$ cat src/rtl/fixed_point_accumulator.sv
// Saturating accumulator for signed fixed-point products from the Booth multiplier.
// Sums a programmed number of terms, counting one per rising edge of mul_finish.
module fixed_point_accumulator #(
  parameter int WIDTH   = 16,
  parameter int COUNT_W = 8,
  parameter int GUARD   = 8
) (
  input  logic               clk,
  input  logic               rst,
  input  logic               clear,
  input  logic [COUNT_W-1:0] term_count,
  input  logic [WIDTH-1:0]   mul_result,
  input  logic               mul_overflow,
  input  logic               mul_finish,
  output logic [WIDTH-1:0]   acc_result,
  output logic               acc_overflow,
  output logic               done,
  output logic               busy
);

  localparam int SW = WIDTH + GUARD;

  localparam logic [1:0] ST_IDLE  = 2'd0;
  localparam logic [1:0] ST_ACCUM = 2'd1;
  localparam logic [1:0] ST_DONE  = 2'd2;

  logic [1:0]               state_r;
  logic [1:0]               state_s;
  logic signed [SW-1:0]     sum_r;
  logic signed [SW-1:0]     sum_s;
  logic signed [SW-1:0]     product_s;
  logic [COUNT_W-1:0]       count_r;
  logic [COUNT_W-1:0]       count_s;
  logic [COUNT_W-1:0]       count_inc_s;
  logic [COUNT_W-1:0]       target_r;
  logic [COUNT_W-1:0]       target_s;
  logic                     sticky_r;
  logic                     sticky_s;
  logic                     fin_q_r;
  logic                     accept_s;
  logic                     enter_done_s;
  logic [WIDTH-1:0]         acc_result_r;
  logic                     acc_overflow_r;
  logic                     done_r;
  logic                     busy_r;

  // A sum fits in WIDTH bits when every guard bit matches the WIDTH-1 sign bit.
  function automatic logic fits_width(input logic signed [SW-1:0] v);
    return (v[SW-1:WIDTH-1] == {(GUARD+1){v[WIDTH-1]}});
  endfunction

  function automatic logic [WIDTH-1:0] saturate(input logic signed [SW-1:0] v);
    logic [WIDTH-1:0] r;
    if (fits_width(v)) begin
      r = v[WIDTH-1:0];
    end else if (v[SW-1]) begin
      r = {1'b1, {(WIDTH-1){1'b0}}};
    end else begin
      r = {1'b0, {(WIDTH-1){1'b1}}};
    end
    return r;
  endfunction

  assign accept_s    = mul_finish & ~fin_q_r;
  assign product_s   = {{GUARD{mul_result[WIDTH-1]}}, mul_result};
  assign count_inc_s = count_r + {{(COUNT_W-1){1'b0}}, 1'b1};

  // Next-state and datapath; clear overrides everything, including a coincident product.
  always_comb begin
    state_s      = state_r;
    sum_s        = sum_r;
    count_s      = count_r;
    target_s     = target_r;
    sticky_s     = sticky_r;
    enter_done_s = 1'b0;
    if (clear) begin
      target_s = term_count;
      sum_s    = {SW{1'b0}};
      count_s  = {COUNT_W{1'b0}};
      sticky_s = 1'b0;
      if (term_count == {COUNT_W{1'b0}}) begin
        state_s      = ST_DONE;
        enter_done_s = 1'b1;
      end else begin
        state_s = ST_ACCUM;
      end
    end else begin
      case (state_r)
        ST_IDLE: begin
          state_s = ST_IDLE;
        end
        ST_ACCUM: begin
          if (accept_s) begin
            sum_s    = sum_r + product_s;
            sticky_s = sticky_r | mul_overflow;
            count_s  = count_inc_s;
            if (count_inc_s == target_r) begin
              state_s      = ST_DONE;
              enter_done_s = 1'b1;
            end else begin
              state_s = ST_ACCUM;
            end
          end else begin
            state_s = ST_ACCUM;
          end
        end
        ST_DONE: begin
          state_s = ST_DONE;
        end
        default: begin
          state_s  = ST_IDLE;
          sum_s    = {SW{1'b0}};
          count_s  = {COUNT_W{1'b0}};
          target_s = {COUNT_W{1'b0}};
          sticky_s = 1'b0;
        end
      endcase
    end
  end

  // State, datapath and registered outputs; results latch only on entry to DONE.
  always_ff @(posedge clk or negedge rst) begin
    if (!rst) begin
      state_r        <= ST_IDLE;
      sum_r          <= {SW{1'b0}};
      count_r        <= {COUNT_W{1'b0}};
      target_r       <= {COUNT_W{1'b0}};
      sticky_r       <= 1'b0;
      fin_q_r        <= 1'b0;
      acc_result_r   <= {WIDTH{1'b0}};
      acc_overflow_r <= 1'b0;
      done_r         <= 1'b0;
      busy_r         <= 1'b0;
    end else begin
      state_r  <= state_s;
      sum_r    <= sum_s;
      count_r  <= count_s;
      target_r <= target_s;
      sticky_r <= sticky_s;
      fin_q_r  <= mul_finish;
      done_r   <= (state_s == ST_DONE);
      busy_r   <= (state_s == ST_ACCUM);
      if (enter_done_s) begin
        acc_result_r   <= saturate(sum_s);
        acc_overflow_r <= sticky_s | ~fits_width(sum_s);
      end
    end
  end

  assign acc_result   = acc_result_r;
  assign acc_overflow = acc_overflow_r;
  assign done         = done_r;
  assign busy         = busy_r;

endmodule

$ cat config.mk
export PLATFORM = sky130hd
export DESIGN_NAME = fixed_point_accumulator
export DESIGN_NICKNAME = d
export VERILOG_FILES = /design/src/rtl/fixed_point_accumulator.sv
export SDC_FILE = /design/constraint.sdc
export NUM_CORES = 1
export LEC_CHECK = 0
export CORE_MARGIN = 5
export CORE_UTILIZATION = 50
export DETAILED_ROUTE_END_ITERATION = 6
export DONT_BUFFER_PORTS = 1
export SYNTH_ARGS = -nofsm -noshare
export SYNTH_HDL_FRONTEND = slang
export SYNTH_SLANG_ARGS = --single-unit
$ cat constraint.sdc
create_clock -name clk -period 5.2 [get_ports clk]
set_input_delay 0.78 -clock clk [delete_from_list [all_inputs] [get_ports clk]]
set_output_delay 0.78 -clock clk [all_outputs]
set_load 0.01 [all_outputs]
==> results of run 1 <==
[cell type report]
type,instances,share of cell area (%)
Multi-Input combinational cell,419,60.0
Sequential cell,63,32.5
Tap cell,111,2.87
Clock buffer,10,2.63
Inverter,13,1.01
Clock inverter,6,0.929
[worst max-delay path by stage]
stage | endpoint | slack [ns] | cells after the start | start
after floorplan | acc_result[0] | 1.81 | 11 | mul_result[6]
after global placement | acc_result[2] | 1.08 | 12 | mul_result[0]
after detailed placement | acc_result[5] | 1.03 | 10 | mul_result[15]
after CTS | acc_result[5] | 1.36 | 10 | mul_result[15]
after global routing | acc_result[5] | 1.13 | 10 | mul_result[15]
final | acc_result[1] | 1.37 | 10 | mul_result[6]
[power by group through the flow]
stage	sequential (mW)	clock, mW	combinational (mW)
after floorplan	0.575	0	0.247
after global placement	0.590	0	0.297
after detailed placement	0.592	0	0.300
after CTS	0.582	0.395	0.302
after global routing	0.585	0.420	0.336
final	0.580	0.386	0.304
[logic make-up (layout without fill, tap and decap cells)]
group           Yosys count  in the layout
simple gates            192            192
compound gates          159            159
flops                    63             63
buf+inv                  34             29
fa+ha+maj                29             29
xor+xnor                 23             23
mux                      16             16
[per-layer routing]
| layer | vias up | track usage (%) | routed length, um |
|---|---|---|---|
| li1 | 1882 | - | - |
| met1 | 1883 | 28.2 | 5210 |
| met2 | 93 | 36.7 | 5980 |
| met3 | 11 | 5.04 | 716 |
| met4 | 0 | 6.48 | 127 |
| met5 | - | 0 | 0 |
[registers in the layout, indices dropped and copies added, names as in the netlist, 2 cells and up]
| name | cells |
|---|---|
| acc_result | 16 |
| count_r | 8 |
| state_r | 2 |
| sum_r | 24 |
| target_r | 8 |
[cell usage in the layout (no fill, tap or decap), types with 13 or more instances in the layout]
cell	n
dfrtp_1	63
mux2i_1	15
nor3_1	18
inv_1	13
o21ai_0	46
nor2_1	39
nand2_1	64
a21oi_1	35
nand2b_1	15
ha_1	28
==> results.md, run 1 <==
* Status: complete, no violations
* Design area at 4850 um2
* Max_slew headroom at 28.8%
* Total gr overflow at 0
* Post-Place Cells at 606
* Finished Layout Cells at 622
* RD Place Congestion at 0.859
* Core Region at 9150 um2
* # Post-CTS Setup Buffers at 0
* DP HPWL at 8990 um
* Net Count, Synth at 574
* Hold Path Class: input pin to async pin
* Clock Skews at about 0.018 ns
* Final antenna-violating net count at 0
* Share of post-route cells with drive strength above 1 at 9.39%
* Post-synthesis xor/xnor area fraction at 5.32%
* Critical register-to-register path endpoint: acc_result[1]
* Maximum operating frequency at 261 MHz
* Sw Pwr at 443 uW
* Post-route setup slack at 1.37 ns
* Syn Inst Count at ~520
* Wirelength, routed at ~12,000 um
* Largest net degree at the start of global routing at 64
* CTS max path bufs at 2
* Mux share of post-synthesis cell area at approximately 3.6%
* FFs w/ async S/R, synth at 100%
* Worst path bufs/invs at 0
* Unrepaired setup endpoints after global routing: false
* TritonCTS Buffers at 9
* Synth Flop Type: dfrtp_1
* Clk_lat worst skew at roughly 0.35 ns
* Post-place setup slack at roughly 1.0 ns
* Cell family with most CP delay: compound AO/OA/AOI/OAI gates
* Vias at 3,869
* Comb pwr share at 23.9%
* DR iter-0 viols at 159
* Hold slack at 0.117 ns
* Drt pass-1 iters at 4
* CTS H-tree depth at 3
* MaxCap Viol Count at 0
* PortBufs at 0
* Syn Area/Cell at approximately 9.0 um2
* Sw Ratio at between 30% and 40%
* Worst R2R Start: sum_r[6]
* CTS clk-pin slew, worst paths at 0.08 ns
* Crit-path max FO at 15
* Post-synthesis adder-cell area fraction at 7.99%
* Initial antenna violation count at 0
* Clock sink count at 63
* Width of the chip at about 110 um
* TritonCTS clock tree: yes
* Fin. max-slew vios at 0
* Ranking of synthesized cells by area: dfrtp_1, ha_1, nand2_1
* Sequential share of power at 45.7%
* CP endpoint kind: register
* Most frequent cells after synthesis: nand2_1, dfrtp_1, o21ai_0, nor2_1, a21oi_1
* Io pins at 48
* WS Path Type: input pin to register
* Top cell type's share of synthesized area at 34.0%
* Final core utilization at between 50% and 60%
* DRC at 0
* First-pass GRT wire length at 19,600 um
* Measured slew at the worst slew-check pin at 1.07 ns
* Crit path largest cell delay at 0.78 ns
* Setup violations, final at 0
* CP arrival at about 4.0 ns
* FP Rows at 35
* Area occupied by multi-input gates at 2910 um2
* Simple-gate area share of the yosys netlist at 20.9%
* Storage cell area at 1580 um2
* Vert. Die Dim at roughly 110 um
* Crit path time final at 3.83 ns
* Mapped cell area at 4640 um2
* Pleak at about 2.2 nW
* Compound-Gate Fraction of Synth Area at 25.0%
* CP required at 5.37 ns
* Overall routing resource usage at 21.9%
* Endpoints failing hold at 0
* Cell with the most instances after synthesis: nand2_1
* # diodes at 0
* Worst path slowest cell: o311ai_4
* Starting Density at roughly 50%
* Routed length per instance at 19.3 um
* Overall power at 1.27 mW
* Main combinational cell family by area after synthesis: compound AO/OA/AOI/OAI gates
* PD cells at 262 nW/um2
* Register area share after synthesis at 34.0%
* R2R Setup Slk at 1.41 ns
* Die area at 11,300 um2
* Max IR drop VDD at 0.117 mV
* CTS root buffer: clkbuf_8
* Number of global-route vias before repair at 3,811
* R2R cell count at 10
* Count of cell types in the netlist at 71
* EDFF count, synth at 0
* Area leader, netlist: dfrtp_1
* Placed Area at 4670 um2
* Post-CTS Resized at 0
* Internal power at 827 uW
* Vias per cell at between 6 and 7
* Clk network pwr share at 30.4%
* CP Launch Type: input pin
* Fill count at roughly 870
* Fin crit share at 73.6%
* Crit path cell chain: ha_1 -> a21oi_1 -> nor2_1 -> a211oi_2 -> a21o_1 -> o311ai_1 -> a221oi_2 -> a41oi_1 -> o311ai_4 -> o21ai_0
* Setup TNS at 0 ns
* Hold buffers post-CTS at 0
* Yosys warnings at 0
* Post-synthesis register bit count at 63
* Layout area overhead at 4.56%
* Final net count at 564
Power figures use the tool's default switching activity.
==> run 2: changes to the inputs <==
ABC_AREA = 1   (was default)
clock period = 3.9 ns   (was 5.2 ns; I/O delays follow)
==> results.md, run 2 <==
* RD Place Congestion at 0.885 (+3.0%)
* TritonCTS clock tree: yes
* Finished Layout Cells at 838 (+35%)
* Syn Area/Cell at 6.80 um2 (-24%)
* Register area share after synthesis at 33.0% (-1.0 points)
* Pleak at 2.86 nW (+33%)
* PD cells at 357 nW/um2 (+36%)
* Unrepaired setup endpoints after global routing: false
* Share of post-route cells with drive strength above 1 at 10.0% (+0.62 points)
* CP arrival at 3.10 ns (-0.90 ns)
* Post-synthesis register bit count at 63 (unchanged)
* Layout area overhead at 7.65%
* Storage cell area at 1580 um2 (unchanged)
* Most frequent cells after synthesis: nand2_1, inv_1, dfrtp_1, nor2_1, a21oi_1
* Initial antenna violation count at 0 (unchanged)
* Core Region at 9280 um2 (+1.4%)
* Critical register-to-register path endpoint: acc_result[5]
* Area leader, netlist: dfrtp_1
* # diodes at 0 (unchanged)
* Clock Skews at 0.0116 ns (-0.00679 ns)
* PortBufs at 0 (unchanged)
* Most frequent cells in the layout: nand2_1, inv_1, dfrtp_1
* Sw Ratio at 29.9% (-5.0 points)
* Sw Pwr at 548 uW (+24%)
* Top reg by flops: sum_r
* Hold Path Class: input pin to async pin
* Count of cell types in the netlist at 42 (-41%)
* CTS H-tree depth at 3 (unchanged)
* Synth Flop Type: dfrtp_1
* First-pass GRT wire length at 20,100 um (+2.6%)
* CP required at 4.12 ns (-1.25 ns)
* Sequential share of power at 40.9% (-4.8 points)
* Fin. max-slew vios at 0 (unchanged)
* Final antenna-violating net count at 0 (unchanged)
* Overall routing resource usage at 22.0% (+0.063 points)
* Vias per cell at 5.10 (-18%)
* CP Launch Type: register
* DP HPWL at 9390 um (+4.5%)
* Routed length per instance at 14.4 um (-26%)
* Max_slew headroom at 47.2% (+18 points)
* Fin crit share at 73.9%
* Io pins at 48 (unchanged)
* Status: complete, no violations
* Top cell type's share of synthesized area at 33.0% (-1.0 points)
* Measured slew at the worst slew-check pin at 0.792 ns (-0.276 ns)
* WS Path Type: register to register
* EDFF count, synth at 0 (unchanged)
* Starting Density at 51.5% (+0.81 points)
* Max IR drop VDD at 0.229 mV (+96%)
* Post-CTS Resized at 0 (unchanged)
* Worst R2R Start: sum_r[0]
* Final net count at 763 (+35%)
* Clk_lat worst skew at 0.33 ns (-0.02 ns)
* CTS clk-pin slew, worst paths at 0.07 ns (about the same)
* # Post-CTS Setup Buffers at 0 (unchanged)
* Vert. Die Dim at 108 um (+1.4%)
* Width of the chip at 108 um (+1.4%)
* Syn Inst Count at 702 (+36%)
* Total gr overflow at 0 (unchanged)
* Cell with the most instances after synthesis: nand2_1
* Endpoints failing hold at 0 (unchanged)
* Crit-path max FO at 15 (unchanged)
* Die area at 11,600 um2 (+2.8%)
* Max reg flops at 24 (unchanged)
* Fill count at 926 (+6.6%)
* CTS max path bufs at 2 (unchanged)
* Yosys warnings at 0 (unchanged)
* Ranking of synthesized cells by area: dfrtp_1, nand2_1, inv_1
* Clk network pwr share at 38.2% (+7.8 points)
* R2R Setup Slk at 1.02 ns (-0.39 ns)
* Post-Place Cells at 822 (+36%)
* Vias at 4,272 (+10%)
* FFs w/ async S/R, synth at 100% (unchanged)
* Comb pwr share at 20.9% (-3.0 points)
* R2R cell count at 21 (+11)
* CP endpoint kind: register
* Clock sink count at 63 (unchanged)
* Crit path time final at 2.88 ns
* TritonCTS Buffers at 9 (unchanged)
* DR iter-0 viols at 272 (+71%)
* CTS root buffer: clkbuf_8
* Setup TNS at 0 ns (unchanged)
* DRC at 0 (unchanged)
* Drt pass-1 iters at 6 (+2)
* Most common cell after layout, fill and taps aside: nand2_1
* Number of global-route vias before repair at 4,046 (+6.2%)
* MaxCap Viol Count at 0 (unchanged)
* Setup violations, final at 0 (unchanged)
* FP Rows at 35 (unchanged)
* Mapped cell area at 4780 um2 (+3.0%)
* Internal power at 1.29 mW (+56%)
* Net Count, Synth at 760 (+32%)
* Maximum operating frequency at 347 MHz
* Area occupied by multi-input gates at 2700 um2 (-7.1%)
* Wirelength, routed at 12,100 um (+0.13%)
* Largest net degree at the start of global routing at 64 (unchanged)
[run 2: layer usage]
metal  vias to the layer above  global-route usage [%]  wire length [um]
met3                         8                    4.20               686
li1                       2204                       -                 -
met2                        97                    33.0              5230
met5                         -                       0                 0
met4                         0                    5.86               106
met1                      1963                    32.3              6030
[run 2: layout make-up]
cell class	instances	area share, %
well taps	129	3.14
clock buffers	12	3.02
repair buffers	3	0.827
clock inverters	3	1.75
inverters	110	8.03
multi-input cells	518	52.6
flip-flops and latches	63	30.7
[run 2: worst max path at each step]
stage | cells after the start | to | slack, ns | start
2_1_floorplan | 22 | acc_result[6] | 1.15 | mul_result[0]
3_3_place_gp | 16 | acc_result[0] | 0.87 | mul_result[7]
6_report | 21 | acc_result[5] | 1.02 | sum_r[0]
5_1_grt | 21 | acc_result[11] | 0.68 | sum_r[0]
3_5_place_dp | 21 | acc_result[2] | 0.78 | mul_result[0]
4_1_cts | 21 | acc_result[11] | 1.02 | sum_r[0]
[run 2: power groups by stage]
stage / Combinational [mW] / Sequential [mW] / Clock, mW
after floorplan: 0.312 / 0.751 / 0
after global placement: 0.363 / 0.763 / 0
after detailed placement: 0.366 / 0.761 / 0
after CTS: 0.384 / 0.751 / 0.716
after global routing: 0.442 / 0.757 / 0.743
final: 0.384 / 0.750 / 0.700
[run 2: per-stage QoR]
step / utilization [%] / hold WS, ns / instance area, um2 / total power, mW / worst slack (ns)
after floorplan: - / 0.289 / 4780 / 1.06 / 1.15
after global placement: 52.5 / 0.291 / 4870 / 1.13 / 0.872
after detailed placement: 52.5 / 0.291 / 4870 / 1.13 / 0.776
after CTS: 55.4 / 0.123 / 5140 / 1.85 / 1.02
after global routing: 55.4 / 0.136 / 5140 / 1.94 / 0.681
final: 55.4 / 0.134 / 5140 / 1.83 / 1.02
[run 2: what timing repair did]
item                                    CTS  global route
endpoints found under the hold margin    63             0
endpoints found under the setup margin    0             0
hold buffers                              1             0
[run 2: kinds of logic after synthesis]
| logic type | Yosys count | share of synthesized area, % |
|---|---|---|
| xor+xnor | 16 | 2.93 |
| fa+ha+maj | 29 | 7.75 |
| simple gates | 398 | 36.6 |
| buf+inv | 121 | 10.4 |
| compound gates | 75 | 9.27 |
| flops | 63 | 33.0 |
[run 2: worst max-delay path, stage by stage, from the launching register on]
cell	delay, ns
dfrtp_1	0.34
ha_1	0.22
inv_1	0.07
fa_1	0.40
inv_1	0.11
nand3_1	0.09
nand3_2	0.12
nand2_1	0.07
nand3_1	0.12
nand2_1	0.09
nand2_1	0.06
nand2_1	0.04
nand3_1	0.07
nand2_1	0.07
nand2_1	0.08
nand2_1	0.06
nor2_1	0.13
nand3_2	0.13
nand3_2	0.26
nand2_1	0.10
nand2_1	0.07
nand2_1	0.05
==> run 3: changes to the inputs <==
PLACE_DENSITY = 0.68   (was default)
clock period = 2.5 ns   (was 3.9 ns; I/O delays follow)
==> results.md, run 3 (synthesis gave the netlist of run 2 again) <==
* FP Rows at 35 (unchanged)
* Crit path time final at 2.68 ns (-0.205 ns)
* TritonCTS clock tree: yes
* Drt pass-1 iters at 5 (-1)
* Storage cell area at 1580 um2 (+0.16%)
* Layout area overhead at 29.3%
* CP startpoint: sum_r[12]
* Share of post-route cells with drive strength above 1 at 29.9% (+20 points)
* Cell mode on critical path: nand2_1
* Top reg by flops: sum_r
* Area occupied by multi-input gates at 3310 um2 (+22%)
* Crit path cell chain: ha_4 -> nand2_1 -> inv_2 -> nand2_1 -> buf_4 -> nor2_1 -> nor2_1 -> nand2_1 -> nand2_1 -> nand3_2 -> nand2_2 -> nand2_2 -> nand2_2 -> nor2_4 -> nand3_4 -> nand3_4 -> nand2_2 -> nand2_1 -> nand2_1
* PD cells at 475 nW/um2 (+33%)
* Die area at 11,600 um2 (unchanged)
* CTS root buffer: clkbuf_8
* Max reg flops at 24 (unchanged)
* Starting Density at 51.5% (unchanged)
* Post-place setup slack at -0.177 ns (-0.952 ns)
* Most common cell after layout, fill and taps aside: nand2_1
* Final antenna-violating net count at 0 (unchanged)
* MaxCap Viol Count at 0 (unchanged)
* PortBufs at 0 (unchanged)
* CP endpoint kind: register
* DRC at 0 (unchanged)
* TritonCTS Buffers at 9 (unchanged)
* Status: complete, but fails checks
* Vias at 4,725 (+11%)
* Overall routing resource usage at 24.3% (+2.3 points)
* Initial antenna violation count at 0 (unchanged)
* Crit path largest cell delay at 0.41 ns (about the same)
* Measured slew at the worst slew-check pin at 0.475 ns (-0.317 ns)
* CP Launch Type: register
* Most frequent cells in the layout: nand2_1, inv_1, dfrtp_1
* # diodes at 0 (unchanged)
* CTS max path bufs at 2 (unchanged)
* DR iter-0 viols at 278 (+2.2%)
* Hold Path Class: input pin to register
* CP required at 2.73 ns (-1.39 ns)
* Finished Layout Cells at 899 (+7.3%)
* CTS clk-pin slew, worst paths at 0.07 ns (about the same)
* Core Region at 9280 um2 (unchanged)
* Clock Skews at 0.0115 ns (-0.000109 ns)
* Worst path bufs/invs at 2 (unchanged)
* Width of the chip at 108 um (unchanged)
* DP HPWL at 9490 um (+1.0%)
* Cell family with most CP delay: simple AND/OR/NAND/NOR gates
* Post-route setup slack at -0.178 ns (-1.20 ns)
* Unrepaired setup endpoints after global routing: true
* Setup TNS at -2.53 ns (-2.53 ns)
* Vert. Die Dim at 108 um (unchanged)
* Maximum operating frequency at 373 MHz (+7.6%)
* Routed length per instance at 15.2 um (+5.5%)
* Number of global-route vias before repair at 4,579 (+13%)
* Largest net degree at the start of global routing at 64 (unchanged)
* Io pins at 48 (unchanged)
* Fill count at 766 (-17%)
* Overall power at 2.94 mW (+60%)
* Placed Area at 5200 um2 (+6.7%)
* Worst path slowest cell: dfrtp_1
* Design area at 6180 um2 (+20%)
* Clk_lat worst skew at 0.34 ns (about the same)
* Final net count at 824 (+8.0%)
* Pleak at 3.20 nW (+12%)
* Setup violations, final at 17 (+17)
* Max IR drop VDD at 0.461 mV (+100%)
* Failing checks: setup timing
* Hold path startpoint: mul_finish
* Fin. max-slew vios at 0 (unchanged)
* Fin crit share at 107% (+33 points)
* First-pass GRT wire length at 22,300 um (+11%)
* Total gr overflow at 0 (unchanged)
* CTS H-tree depth at 3 (unchanged)
* Crit-path max FO at 8 (-7)
* Clock sink count at 63 (unchanged)
* Max_slew headroom at 68.0% (+21 points)
* Wirelength, routed at 13,600 um (+13%)
* CP arrival at 2.91 ns (-0.19 ns)
* RD Place Congestion at 0.972 (+9.9%)
* Vias per cell at 5.26 (+3.1%)
* Endpoints failing hold at 0 (unchanged)
* WS Path Type: register to register
* Post-Place Cells at 862 (+4.9%)
* Worst R2R Start: sum_r[12]
==> run 3: worst paths after layout <==
kind	end	slack, ns	cells after the start
worst max-delay path	acc_result[0]	-0.18	19
worst min-delay path	fin_q_r	0.06	0
worst max register to register	acc_result[0]	-0.18	19
worst min register to register	target_r[3]	0.52	1
max in group asynchronous	sum_r[6]	1.65	2
min in group asynchronous	acc_result[2]	0.58	2
==> run 3: metrics by stage <==
stage	hold slack [ns]	util, %
2_1_floorplan	0.0794	-
3_5_place_dp	0.0812	56.0
6_report	0.0615	66.5
5_1_grt	0.0349	66.5
3_3_place_gp	0.0812	56.0
4_1_cts	0.0456	63.8
==> run 3: final cells by class <==
cell class	instances	share of cell area [%]
multi-input combinational	520	53.5
sequential	63	25.6
timing repair buffer	62	8.37
inverter	110	6.72
tap	129	2.61
clock buffer	12	2.51
clock inverter	3	0.689
==> run 3: layer usage <==
layer | vias to the layer above | wire length [um] | global-route usage [%]
met2 | 149 | 6490 | 39.2
li1 | 2326 | - | -
met1 | 2225 | 6040 | 32.5
met5 | - | 0 | 0
met4 | 0 | 261 | 7.30
met3 | 25 | 850 | 5.46
==> run 3: power breakdown <==
part           internal (mW)  total [mW]  switching [mW]
sequential              1.10        1.18          0.0852
combinational          0.354       0.867           0.513
clock                  0.508       0.886           0.378
total                   1.96        2.94           0.977
==> run 3: what timing repair did <==
| item | in CTS | in global routing |
|---|---|---|
| pin swaps | 40 | 37 |
| gates cloned | 2 | 0 |
| gates resized for setup | 66 | 61 |
| hold buffers | 2 | 0 |
| endpoints found under the setup margin | 16 | 18 |
| buffers inserted | 14 | 5 |
| hold endpoints to repair | 63 | 0 |
